File: src/rtl/web1_lp_seq_pkg.sv
// Shared types and default constants for the web1 low-power sequencer.
package web1_lp_seq_pkg;

  localparam int ENTRY_DLY_DEF = 16;
  localparam int CLR_CYC_DEF   = 4;
  localparam int ACK_TMO_DEF   = 255;

  typedef enum logic [2:0] {
    ST_IDLE  = 3'd0,
    ST_DELAY = 3'd1,
    ST_REQ   = 3'd2,
    ST_SLEEP = 3'd3,
    ST_EXIT  = 3'd4
  } lp_state_e;

  typedef enum logic [1:0] {
    PG_IDLE = 2'd0,
    PG_HIGH = 2'd1,
    PG_GAP  = 2'd2
  } pg_state_e;

  // Saturating increment; callers truncate the result to their counter width.
  function automatic int unsigned sat_inc(input int unsigned cnt, input int unsigned max_val);
    if (cnt >= max_val) begin
      return max_val;
    end else begin
      return cnt + 32'd1;
    end
  endfunction

endpackage

File: src/rtl/web1_lp_pulse_gen.sv
// Clear-pulse generator: CLR_CYC cycles high, at least CLR_CYC cycles low,
// with a one-deep request queue into which further requests merge.
module web1_lp_pulse_gen
  import web1_lp_seq_pkg::*;
#(
  parameter int CLR_CYC = CLR_CYC_DEF
) (
  input  logic clkclk,
  input  logic sysreset_n,
  input  logic pulse_req,
  output logic clear_function
);

  localparam int CNT_W = $clog2(CLR_CYC + 1);
  localparam logic [CNT_W-1:0] CNT_LAST = CNT_W'(CLR_CYC - 1);

  pg_state_e        pg_state_q, pg_state_d;
  logic [CNT_W-1:0] cnt_q, cnt_d;
  logic             queued_q, queued_d;
  logic             clr_q, clr_d;

  // Pulse sequencing: high phase, low gap, then launch any queued request
  always_comb begin
    pg_state_d = pg_state_q;
    cnt_d      = '0;
    queued_d   = queued_q;
    clr_d      = 1'b0;
    case (pg_state_q)
      PG_IDLE: begin
        queued_d = 1'b0;
        if (pulse_req) begin
          pg_state_d = PG_HIGH;
          clr_d      = 1'b1;
        end else begin
          pg_state_d = PG_IDLE;
        end
      end
      PG_HIGH: begin
        if (pulse_req) begin
          queued_d = 1'b1;
        end else begin
          queued_d = queued_q;
        end
        if (cnt_q >= CNT_LAST) begin
          pg_state_d = PG_GAP;
        end else begin
          cnt_d = CNT_W'(sat_inc(32'(cnt_q), 32'(CLR_CYC)));
          clr_d = 1'b1;
        end
      end
      PG_GAP: begin
        if (cnt_q >= CNT_LAST) begin
          queued_d = 1'b0;
          if (queued_q || pulse_req) begin
            pg_state_d = PG_HIGH;
            clr_d      = 1'b1;
          end else begin
            pg_state_d = PG_IDLE;
          end
        end else begin
          cnt_d = CNT_W'(sat_inc(32'(cnt_q), 32'(CLR_CYC)));
          if (pulse_req) begin
            queued_d = 1'b1;
          end else begin
            queued_d = queued_q;
          end
        end
      end
      default: begin
        pg_state_d = PG_IDLE;
        queued_d   = 1'b0;
      end
    endcase
  end

  // Pulse state, phase counter, queue bit and registered output
  always_ff @(posedge clkclk or negedge sysreset_n) begin
    if (!sysreset_n) begin
      pg_state_q <= PG_IDLE;
      cnt_q      <= '0;
      queued_q   <= 1'b0;
      clr_q      <= 1'b0;
    end else begin
      pg_state_q <= pg_state_d;
      cnt_q      <= cnt_d;
      queued_q   <= queued_d;
      clr_q      <= clr_d;
    end
  end

  assign clear_function = clr_q;

endmodule

File: src/rtl/web1_lp_seq.sv
// Low-power entry/exit sequencer for the web1 wake-enable path.
// Define WEB1_LP_SEQ_TIMEOUT_EN to enable the pwr_ack handshake timeout.
module web1_lp_seq
  import web1_lp_seq_pkg::*;
#(
  parameter int ENTRY_DLY = ENTRY_DLY_DEF,
  parameter int CLR_CYC   = CLR_CYC_DEF,
  parameter int ACK_TMO   = ACK_TMO_DEF
) (
  input  logic       clkclk,
  input  logic       sysreset_n,
  input  logic       activate_low_pwr,
  input  logic       wake,
  input  logic       epu_enable,
  input  logic       pwr_ack,
  input  logic       err_clr,
  output logic       pwr_req,
  output logic       clear_function,
  output logic [2:0] lp_state,
  output logic       timeout_err
);

  localparam int DLY_W = $clog2(ENTRY_DLY + 1);
  localparam logic [DLY_W-1:0] DLY_LAST = DLY_W'(ENTRY_DLY - 1);

  lp_state_e        state_q, state_d;
  logic [DLY_W-1:0] dly_cnt_q, dly_cnt_d;
  logic             pwr_req_q, pwr_req_d;
  logic             pulse_req_s;
  logic             tmo_expired_s;

`ifdef WEB1_LP_SEQ_TIMEOUT_EN
  localparam int TMO_W = $clog2(ACK_TMO + 1);
  localparam logic [TMO_W-1:0] TMO_LAST = TMO_W'(ACK_TMO - 1);

  logic [TMO_W-1:0] tmo_cnt_q, tmo_cnt_d;
  logic             timeout_err_q, timeout_err_d;
  logic             tmo_fire_s;

  assign tmo_expired_s = (tmo_cnt_q >= TMO_LAST);

  // Handshake wait counter and sticky error; a new timeout outranks err_clr
  always_comb begin
    tmo_fire_s = tmo_expired_s &&
                 (((state_q == ST_REQ) && !pwr_ack) || ((state_q == ST_EXIT) && pwr_ack));
    if (((state_q == ST_REQ) || (state_q == ST_EXIT)) && (state_d == state_q)) begin
      tmo_cnt_d = TMO_W'(sat_inc(32'(tmo_cnt_q), 32'(ACK_TMO)));
    end else begin
      tmo_cnt_d = '0;
    end
    if (tmo_fire_s) begin
      timeout_err_d = 1'b1;
    end else if (err_clr) begin
      timeout_err_d = 1'b0;
    end else begin
      timeout_err_d = timeout_err_q;
    end
  end

  // Timeout counter and error flag registers
  always_ff @(posedge clkclk or negedge sysreset_n) begin
    if (!sysreset_n) begin
      tmo_cnt_q     <= '0;
      timeout_err_q <= 1'b0;
    end else begin
      tmo_cnt_q     <= tmo_cnt_d;
      timeout_err_q <= timeout_err_d;
    end
  end

  assign timeout_err = timeout_err_q;
`else
  logic unused_cfg_s;

  assign tmo_expired_s = 1'b0;
  assign timeout_err   = 1'b0;
  assign unused_cfg_s  = err_clr ^ (ACK_TMO > 0);
`endif

  // Sequencer next state; wake is deliberately ignored in REQ so the handshake completes
  always_comb begin
    state_d     = state_q;
    dly_cnt_d   = '0;
    pulse_req_s = 1'b0;
    case (state_q)
      ST_IDLE: begin
        if (activate_low_pwr && epu_enable && !wake) begin
          state_d = ST_DELAY;
        end else begin
          state_d = ST_IDLE;
        end
      end
      ST_DELAY: begin
        if (wake || !epu_enable) begin
          state_d     = ST_IDLE;
          pulse_req_s = 1'b1;
        end else if (dly_cnt_q >= DLY_LAST) begin
          state_d = ST_REQ;
        end else begin
          state_d   = ST_DELAY;
          dly_cnt_d = DLY_W'(sat_inc(32'(dly_cnt_q), 32'(ENTRY_DLY)));
        end
      end
      ST_REQ: begin
        if (pwr_ack) begin
          state_d     = ST_SLEEP;
          pulse_req_s = 1'b1;
        end else if (tmo_expired_s) begin
          state_d = ST_IDLE;
        end else begin
          state_d = ST_REQ;
        end
      end
      ST_SLEEP: begin
        if (wake) begin
          state_d = ST_EXIT;
        end else begin
          state_d = ST_SLEEP;
        end
      end
      ST_EXIT: begin
        if (!pwr_ack) begin
          state_d = ST_IDLE;
        end else if (tmo_expired_s) begin
          state_d = ST_IDLE;
        end else begin
          state_d = ST_EXIT;
        end
      end
      default: begin
        state_d = ST_IDLE;
      end
    endcase
    // Request rises one cycle after REQ is entered and falls as EXIT or IDLE is entered
    pwr_req_d = (state_d == ST_SLEEP) || ((state_q == ST_REQ) && (state_d == ST_REQ));
  end

  // Sequencer state, entry delay counter and registered power request
  always_ff @(posedge clkclk or negedge sysreset_n) begin
    if (!sysreset_n) begin
      state_q   <= ST_IDLE;
      dly_cnt_q <= '0;
      pwr_req_q <= 1'b0;
    end else begin
      state_q   <= state_d;
      dly_cnt_q <= dly_cnt_d;
      pwr_req_q <= pwr_req_d;
    end
  end

  web1_lp_pulse_gen #(
    .CLR_CYC(CLR_CYC)
  ) u_pulse_gen (
    .clkclk        (clkclk),
    .sysreset_n    (sysreset_n),
    .pulse_req     (pulse_req_s),
    .clear_function(clear_function)
  );

  assign pwr_req  = pwr_req_q;
  assign lp_state = state_q;

endmodule

File: config.mk
export PLATFORM = sky130hd
export DESIGN_NAME = web1_lp_seq
export DESIGN_NICKNAME = d
export VERILOG_FILES = /design/src/rtl/web1_lp_seq_pkg.sv /design/src/rtl/web1_lp_pulse_gen.sv /design/src/rtl/web1_lp_seq.sv
export SDC_FILE = /design/constraint.sdc
export NUM_CORES = 1
export LEC_CHECK = 0
export BUFFER_PORTS_ARGS = -buffer_cell sky130_fd_sc_hd__clkbuf_2
export CAP_MARGIN = 30
export CORE_MARGIN = 3
export CORE_UTILIZATION = 30
export CTS_BUF_LIST = sky130_fd_sc_hd__clkbuf_2 sky130_fd_sc_hd__clkbuf_4 sky130_fd_sc_hd__clkbuf_8
export DETAILED_ROUTE_END_ITERATION = 10
export SLEW_MARGIN = 10
export SYNTH_ARGS = -nofsm -noshare
export SYNTH_HDL_FRONTEND = slang
export SYNTH_HIERARCHICAL = 1
export SYNTH_SLANG_ARGS = --single-unit
export TNS_END_PERCENT = 30
File: constraint.sdc
create_clock -name clkclk -period 1.47 [get_ports clkclk]
set_input_delay 0.0735 -clock clkclk [delete_from_list [all_inputs] [get_ports clkclk]]
set_output_delay 0.0735 -clock clkclk [all_outputs]
set_load 0.01 [all_outputs]
==> reports/qor.txt <==
hold crit path type: input pin to register
residual DRC count: 0
# IOs: 13
routed len/inst: 11.20 um
RePlAce Congestion: 0.7361
final max-slew violation count: 0
initial core utilization: 33.52%
syn nets: 101
Yosys top cell by area: dfrtp_1
Detailed Routing Iterations Pass 1: 4
top-area cell type share of the netlist area: 45.71%
initial antenna violation count: 0
Routed WL: 1.557 mm
share of cells above drive strength 1: 37.61%
peak supply drop: 837.9 uV
vias in the first global route: 634
clock skew: 0.006437 ns
P per Cell Area: 968.0 nW/um^2
RSZ-0062 raised after global routing: yes
first-pass GRT wire length: 2.525 mm
clk root buf: clkbuf_4
status: finished, violations left
Synth Area per Inst: 10.55 um^2
HPWL Detailed: 1.251 mm
CTS tree: done
nets@finish: 129
clock transition at the registers of the reported paths: 0.09 ns
synthesis-to-finish area growth: 31.43%
Vias/cell: 4.698
Critical Path Source Type: register
Setup WS post-layout: -0.05110 ns
synthesized area: 875.8 um^2
minimum clock period: 1.521 ns
Final setup viols: 2
CTS buffer count: 3
Place WS: -0.09110 ns
GRT Util Overall: 9.379%
setup_tns: -0.09844 ns
Worst EP required: 1.64 ns
Die W: 60.03 um
H-tree depth: 1
Die ar.: 3604 um^2
Post-DP Area: 1061 um^2
CP arrival: 1.69 ns
failing checks: negative setup slack
hold_ws: 0.06139 ns
worst-case clock buffer depth: 2
post-synthesis register bit count: 16
Static Leak: 0.0005491 uW
Final Hold Fails: 0
chip height: 60.03 um
Port Buffers: 10
ANT cells: 0
Vias: 653
Max-Cap Viols: 0
final core occ: 44.06%
post-synthesis sequential area ratio: 45.71%
row cnt: 18
GRT overflow: 0
Crit. End Element: register
worst setup path class: register to register
largest net degree at the start of global routing: 17
Worst-Skew Late Latency: 0.28 ns
fin area: 1151 um^2
Critical Path Fanout Max: 2
initial DRC count: 15
Final Cycle Share: 103.5%
post-detailed-route count of antenna-violating nets: 0
core area: 2613 um^2
yosys warns: 6
clock sink count: 16
synth top area cells: dfrtp_1, ha_1, inv_1, nor2_1, a21oi_1
library cells used by synthesis: 25
Post-Synthesis Cells: 83
Max Freq: 657.4 MHz
==> worst max-delay path, stage by stage (launching register included) <==
cell	delay, ns
dfrtp_1	0.40
ha_2	0.20
ha_4	0.16
a211oi_4	0.22
o21ai_2	0.13
mux2_4	0.31
==> cell families after synthesis <==
| logic type | after synthesis | share of synthesized area [%] |
|---|---|---|
| simple gates | 27 | 18.29 |
| flops | 16 | 45.71 |
| compound gates | 14 | 11.14 |
| fa+ha+maj | 11 | 15.71 |
| buf+inv | 11 | 5.144 |
| mux | 2 | 2.571 |
| other cells | 1 | 0.4282 |
| xor+xnor | 1 | 1.000 |
==> routing by layer <==
metal  share of wire [%]  GRT usage [%]  wire length (um)  vias to the layer above
li1                    -              -                 -                      329
met1                  46          11.08               709                      305
met2                  49          16.36               768                       17
met3                 4.4          1.944                68                        2
met4                0.64          3.797                10                        0
met5                   0              0                 0                        -
==> layout make-up <==
cell class | instances | area, um^2
fillers | 262 | 1461
multi-input cells | 56 | 495.5
flip-flops and latches | 16 | 400.4
repair buffers | 24 | 157.7
inverters | 10 | 37.54
well taps | 30 | 37.54
clock buffers | 3 | 22.52
==> state kept, by name, indices dropped and copies added, names as in the netlist <==
signal and count:
u_pulse_gen/queued_q 1, lp_state 3, u_pulse_gen/clear_function 1, u_pulse_gen/pg_state_q 2, dly_cnt_q 5, pwr_req 1, u_pulse_gen/cnt_q 3
==> path summary, 6_finish.rpt <==
check | slack, ns | cells past startpoint | from | endpoint
worst max-delay path | -0.05 | 5 | u_pulse_gen/cnt_q[0] | u_pulse_gen/pg_state_q[0]
worst min-delay path | 0.06 | 3 | activate_low_pwr | lp_state[0]
worst max register to register | -0.05 | 5 | u_pulse_gen/cnt_q[0] | u_pulse_gen/pg_state_q[0]
worst min register to register | 0.54 | 2 | u_pulse_gen/queued_q | u_pulse_gen/queued_q
max in group asynchronous | 0.95 | 2 | sysreset_n | dly_cnt_q[0]
min in group asynchronous | 0.23 | 2 | sysreset_n | u_pulse_gen/pg_state_q[0]
==> Yosys cell counts <==
| cell type | n |
|---|---|
| dfrtp_1 | 16 |
| ha_1 | 11 |
| inv_1 | 10 |
| nor2_1 | 9 |
| nand2_1 | 6 |
| a21oi_1 | 5 |
| nand3b_1 | 3 |
| o21ai_0 | 3 |
| a31oi_1 | 2 |
| mux2_1 | 2 |
| nand2b_1 | 2 |
| a211oi_4 | 1 |
| a31o_1 | 1 |
| and3_1 | 1 |
| and3_2 | 1 |
| buf_4 | 1 |
| conb_1 | 1 |
| nand4_1 | 1 |
| nand4_2 | 1 |
| nor2b_1 | 1 |
| nor4b_4 | 1 |
| o211ai_1 | 1 |
| o21ai_2 | 1 |
| or2_1 | 1 |
| xnor2_1 | 1 |
==> cells in the final DEF, fill, tap and decap left out, types with 2 or more instances in the layout <==
master | synthesis | layout
o21ai_0 | 3 | 3
inv_1 | 10 | 10
nand3b_1 | 3 | 3
a31oi_1 | 2 | 2
nand2_1 | 6 | 6
dfrtp_1 | 16 | 16
a21oi_1 | 5 | 4
clkbuf_2 | 0 | 10
ha_2 | 0 | 2
nor2_1 | 9 | 8
ha_1 | 11 | 7
nand2b_1 | 2 | 2
buf_4 | 1 | 13
mux2_4 | 0 | 2
ha_4 | 0 | 2
clkbuf_4 | 0 | 3
==> where the power goes <==
| group | internal (uW) | switching [uW] | total [uW] |
|---|---|---|---|
| Clock | 94.9 | 127 | 222 |
| Combinational | 177 | 188 | 365 |
| Sequential | 490 | 37.8 | 527 |
==> metrics by stage <==
step	cells	power, uW
floorplan	83	742.1
global placement	134	852.5
detailed placement	134	870.8
CTS	138	1129
global route	139	1189
finish	139	1114
==> timing repair <==
action	in CTS	in global routing
hold endpoints to repair	16	0
hold buffers	1	0
pin swaps	4	4
buffers inserted	0	1
gates resized for setup	4	7
setup endpoints to repair	10	10
Power figures use the tool's default switching activity.
